<file path="src/rtl/mem_copy_pkg.sv">
// Shared definitions for the byte-copy engine: default widths and FSM state encoding.
package mem_copy_pkg;

   localparam int AW_DEF = 8;
   localparam int DW_DEF = 8;

   typedef enum logic [1:0] {
      IDLE  = 2'd0,
      READ  = 2'd1,
      WRITE = 2'd2,
      DONE  = 2'd3
   } copy_state_e;

endpackage

</file>
<file path="src/rtl/mem_copy.sv">
// Memory-to-memory copy engine: one READ/WRITE cycle pair per byte, strictly ascending,
// single shared address port to a combinational-read data memory.
module mem_copy
   import mem_copy_pkg::*;
#(
   parameter int AW = AW_DEF,
   parameter int DW = DW_DEF
) (
   input  logic          clk,
   input  logic          rst_n,
   input  logic          start,
   input  logic [AW-1:0] src,
   input  logic [AW-1:0] dst,
   input  logic [AW-1:0] len,
   input  logic [DW-1:0] mem_rdata,
   output logic [AW-1:0] mem_addr,
   output logic [DW-1:0] mem_wdata,
   output logic          mem_wr_en,
   output logic          busy,
   output logic          done
);

   localparam logic [AW-1:0] ONE = {{(AW-1){1'b0}}, 1'b1};

   copy_state_e   state_q, state_d;
   logic [AW-1:0] src_q, src_d;
   logic [AW-1:0] dst_q, dst_d;
   logic [AW-1:0] cnt_q, cnt_d;
   logic [DW-1:0] hold_q, hold_d;

   always_ff @(posedge clk or negedge rst_n) begin
      if (!rst_n) begin
         state_q <= IDLE;
         src_q   <= '0;
         dst_q   <= '0;
         cnt_q   <= '0;
         hold_q  <= '0;
      end else begin
         state_q <= state_d;
         src_q   <= src_d;
         dst_q   <= dst_d;
         cnt_q   <= cnt_d;
         hold_q  <= hold_d;
      end
   end

   // Outputs decode purely from state so reset zeroes them without waiting for a clock.
   always_comb begin
      state_d   = state_q;
      src_d     = src_q;
      dst_d     = dst_q;
      cnt_d     = cnt_q;
      hold_d    = hold_q;
      mem_addr  = '0;
      mem_wdata = '0;
      mem_wr_en = 1'b0;
      busy      = 1'b0;
      done      = 1'b0;
      unique case (state_q)
         IDLE: begin
            if (start) begin
               src_d   = src;
               dst_d   = dst;
               cnt_d   = len;
               state_d = (len != '0) ? READ : DONE;
            end
         end
         READ: begin
            busy     = 1'b1;
            mem_addr = src_q;
            hold_d   = mem_rdata;
            state_d  = WRITE;
         end
         WRITE: begin
            busy      = 1'b1;
            mem_addr  = dst_q;
            mem_wdata = hold_q;
            mem_wr_en = 1'b1;
            src_d     = src_q + ONE;
            dst_d     = dst_q + ONE;
            cnt_d     = cnt_q - ONE;
            state_d   = (cnt_d != '0) ? READ : DONE;
         end
         DONE: begin
            done    = 1'b1;
            state_d = IDLE;
         end
         default: state_d = IDLE;
      endcase
   end

endmodule

</file>
<file path="config.mk">
export PLATFORM = sky130hd
export DESIGN_NAME = mem_copy
export DESIGN_NICKNAME = d
export VERILOG_FILES = /design/src/rtl/mem_copy_pkg.sv /design/src/rtl/mem_copy.sv
export SDC_FILE = /design/constraint.sdc
export NUM_CORES = 1
export LEC_CHECK = 0
export ABC_AREA = 1
export CORE_MARGIN = 2
export CORE_UTILIZATION = 45
export DETAILED_ROUTE_END_ITERATION = 10
export PLACE_DENSITY = 0.76
export SLEW_MARGIN = 40
export SYNTH_ARGS = -nofsm -noshare
export SYNTH_HDL_FRONTEND = slang
export SYNTH_SLANG_ARGS = --single-unit
</file>
<file path="constraint.sdc">
create_clock -name clk -period 1.6 [get_ports clk]
set_input_delay 0.32 -clock clk [delete_from_list [all_inputs] [get_ports clk]]
set_output_delay 0.32 -clock clk [all_outputs]
set_load 0.03 [all_outputs]
</file>
==> results.toml <==
[worst_setup_path]
reg2reg_depth = 12
crit_path_max_fanout = 8
worst-endpoint-required_ns = 1.28
worstReg2RegEnd = "dst_q[7]"
r2r_start = "state_q[1]"
worst_ep_arrival_time_ns = 1.62
endpoint_kind = "primary output"
setup.worst_path.start_class = "register"
critPathKind = "reg -> out"
worst-r2r-setup-slack_ns = -0.32

[cells_and_area]
nFillCells = 329
antenna-diode-count = 0
finalNetCount = 457
utilization_pct = 77.6
drive_gt1_share_pct = 35.7
postLayoutCellArea_um2 = 3710
instances_no_fill = 482
area.growth.synth_to_final_pct = 64.6

[pwr]
total_power_mw = 8.15
power.leakage_nw = 1.74
power_per_cell_area_nw_per_um2 = 2190
ir_drop_uv = 1440

[logic_synthesis]
distinct_cell_type_count_of_the_synthesized_netlist = 32
synth_top_cell_by_area = "dfrtp_1"
synth_top_flop_cell = "dfrtp_1"
synth_commonest_cells = "114 x nand2_1, 34 x dfrtp_1, 34 x inv_1"
seq_area_frac_synth_pct = 37.7
postSynthAreaPerCell_um2 = 7.12
synthArstFlopShare_pct = 100
yosysWarningCount = 0
syn_area_um2 = 2260
post_synthesis_net_count = 360
syn-instance-count = 317
ys_seq_elements = 34
yosysTopAreaCellShare_pct = 37.7
post_synth_edffs = 0
synth_most_common_cell = "nand2_1"
cells_taking_the_most_area_after_synthesis = "dfrtp_1 38%, nand2_1 19%, inv_1 5.7%"

[sta]
hold_violations = 0
worst_hold_slack_ns = 0.426
maxClockFrequency_ghz = 0.516
layout_min_cycle_time_ns = 1.94
unrepaired_setup_endpoints_after_global_routing = "true"
tightestPinTransition_ns = 0.308
worst_slew_margin_rel_pct = 79.3
setup_viol = 42
finalWorstSetupSlack_ns = -0.338
final_report_max_slew_violation_count = 0
fin_worst_skew_ns = 0.00834
final.setup.tns_ns = -11.88
min_period_over_period_pct = 121

[floorplanning]
initial_utilization_pct = 47.1
num_rows = 25
dieArea_um2 = 5600
floorplan.die.width_um = 74.8
top_level_ports = 54
placeableCoreArea_um2 = 4790
die_y_um = 74.8

[route]
wire_per_inst_um = 14.8
drc_viols = 0
drt-pass1-iter-count = 4
avgViaCountPerCell = 5.17
post_drt_antenna_nets = 0
postRouteWirelength_mm = 7.11
dr_total_vias = 2492
first_iter_violations = 185

[cts]
ctsLongestPathBuffers = 2
clk_transition_reported_paths_ns = 0.07
htree_levels = 2
cts_hold_buffers = 0
cts_made_buffers = 5
clock-sinks = 34
clock_latency_ns = 0.29
clock-root-buffer = "clkbuf_8"
tritoncts_clock_tree = "built"

[status]
outcome = "complete, but fails checks"
failing_checks = "setup timing"

[placement]
placed_cells_incl_taps = 454
placed_cell_area_um2 = 3140
globalplace.congestion = 0.875
preCtsSetupSlack_ns = -0.0722
place_hpwl_mm = 4.36
numPortBuffers = 53

[run]
max_cap_viol_count = 0

[global_route]
antenna_found_initial = 0
global_route_wire_length_before_repair_mm = 10.7
grt_overflow = 0
global_route.usage.total_pct = 25.5
number_of_global_route_vias_before_repair = 2434
largest_net_degree_at_the_start_of_global_routing = 35

[min_path]
min_path_type = "in -> async"
==> registers in the layout (all words and copies together), names as in the netlist <==
register and count:
cnt_q 8, dst_q 8, hold_q 8, src_q 8, state_q 2
==> placed cells by master, fill, tap and decap left out, types with 8 or more instances in the layout <==
master	Yosys	routed
nor2_1	29	24
o21ai_1	2	8
inv_1	34	23
buf_12	0	8
dfrtp_1	34	34
nand2_1	114	101
buf_4	2	23
nand3_1	17	15
nand2_2	0	13
clkdlybuf4s50_1	0	34
inv_2	2	11
a21oi_4	0	8
o21ai_2	4	10
buf_6	2	32
==> how the worst max path moves through the flow <==
stage                     startpoint  cells after the start           to  slack, ns
after floorplan           state_q[1]                      4  mem_addr[0]      -0.15
after global placement    state_q[1]                      5  mem_addr[4]      -0.04
after detailed placement  state_q[1]                      5  mem_addr[2]      -0.07
after CTS                 state_q[1]                      7  mem_addr[7]      -0.34
after global routing      state_q[1]                     12     src_q[4]      -0.42
final                     state_q[1]                      7  mem_addr[1]      -0.34
==> cells by family after synthesis <==
| kind of cell | count (synthesis) | share of synthesized area [%] |
|---|---|---|
| AND/OR/NAND/NOR | 167 | 29.6 |
| AO/OA/AOI/OAI | 54 | 16.5 |
| buffers and inverters | 51 | 10.6 |
| flip-flops | 34 | 37.7 |
| adder cells (fa/ha/maj) | 8 | 4.44 |
| XOR/XNOR | 2 | 0.777 |
| multiplexers | 1 | 0.444 |
==> metal layers <==
| metal | GRT usage [%] | vias up | part of all wire, % |
|---|---|---|---|
| met4 | 10.1 | 0 | 3.0 |
| li1 | - | 1201 | - |
| met3 | 4.42 | 18 | 5.6 |
| met2 | 47.4 | 87 | 52 |
| met5 | 0 | - | 0 |
| met1 | 28.8 | 1186 | 40 |
==> layout make-up <==
| class | count | area, um^2 | area share [%] |
|---|---|---|---|
| tap | 67 | 83.8 | 2.26 |
| clock buffer | 7 | 86.3 | 2.32 |
| clock inverter | 1 | 5.00 | 0.135 |
| sequential | 34 | 851 | 22.9 |
| timing repair inverter | 1 | 11.3 | 0.303 |
| timing repair buffer | 102 | 1110 | 29.9 |
| multi-input combinational | 232 | 1390 | 37.5 |
| inverter | 38 | 175 | 4.72 |
==> what timing repair did <==
action | 4_1_cts | 5_1_grt
hold endpoints to repair | 0 | 0
setup buffers | 10 | 9
endpoints found under the setup margin | 45 | 53
pin swaps | 5 | 8
gates resized for setup | 67 | 40
gates cloned | 1 | 1
==> worst max-delay path, stage by stage, from the launching register on <==
cell	delay [ns]
dfrtp_1	0.36
inv_2	0.06
buf_12	0.12
ha_4	0.27
clkinvlp_4	0.09
buf_12	0.16
a21oi_4	0.12
buf_6	0.14
==> power by group <==
part,switching [mW],total [mW],internal (mW)
Combinational,3.07,5.74,2.67
Clock,0.328,0.676,0.347
Sequential,0.428,1.74,1.31
Total,3.83,8.15,4.33
(Power assumes the default switching activity.)
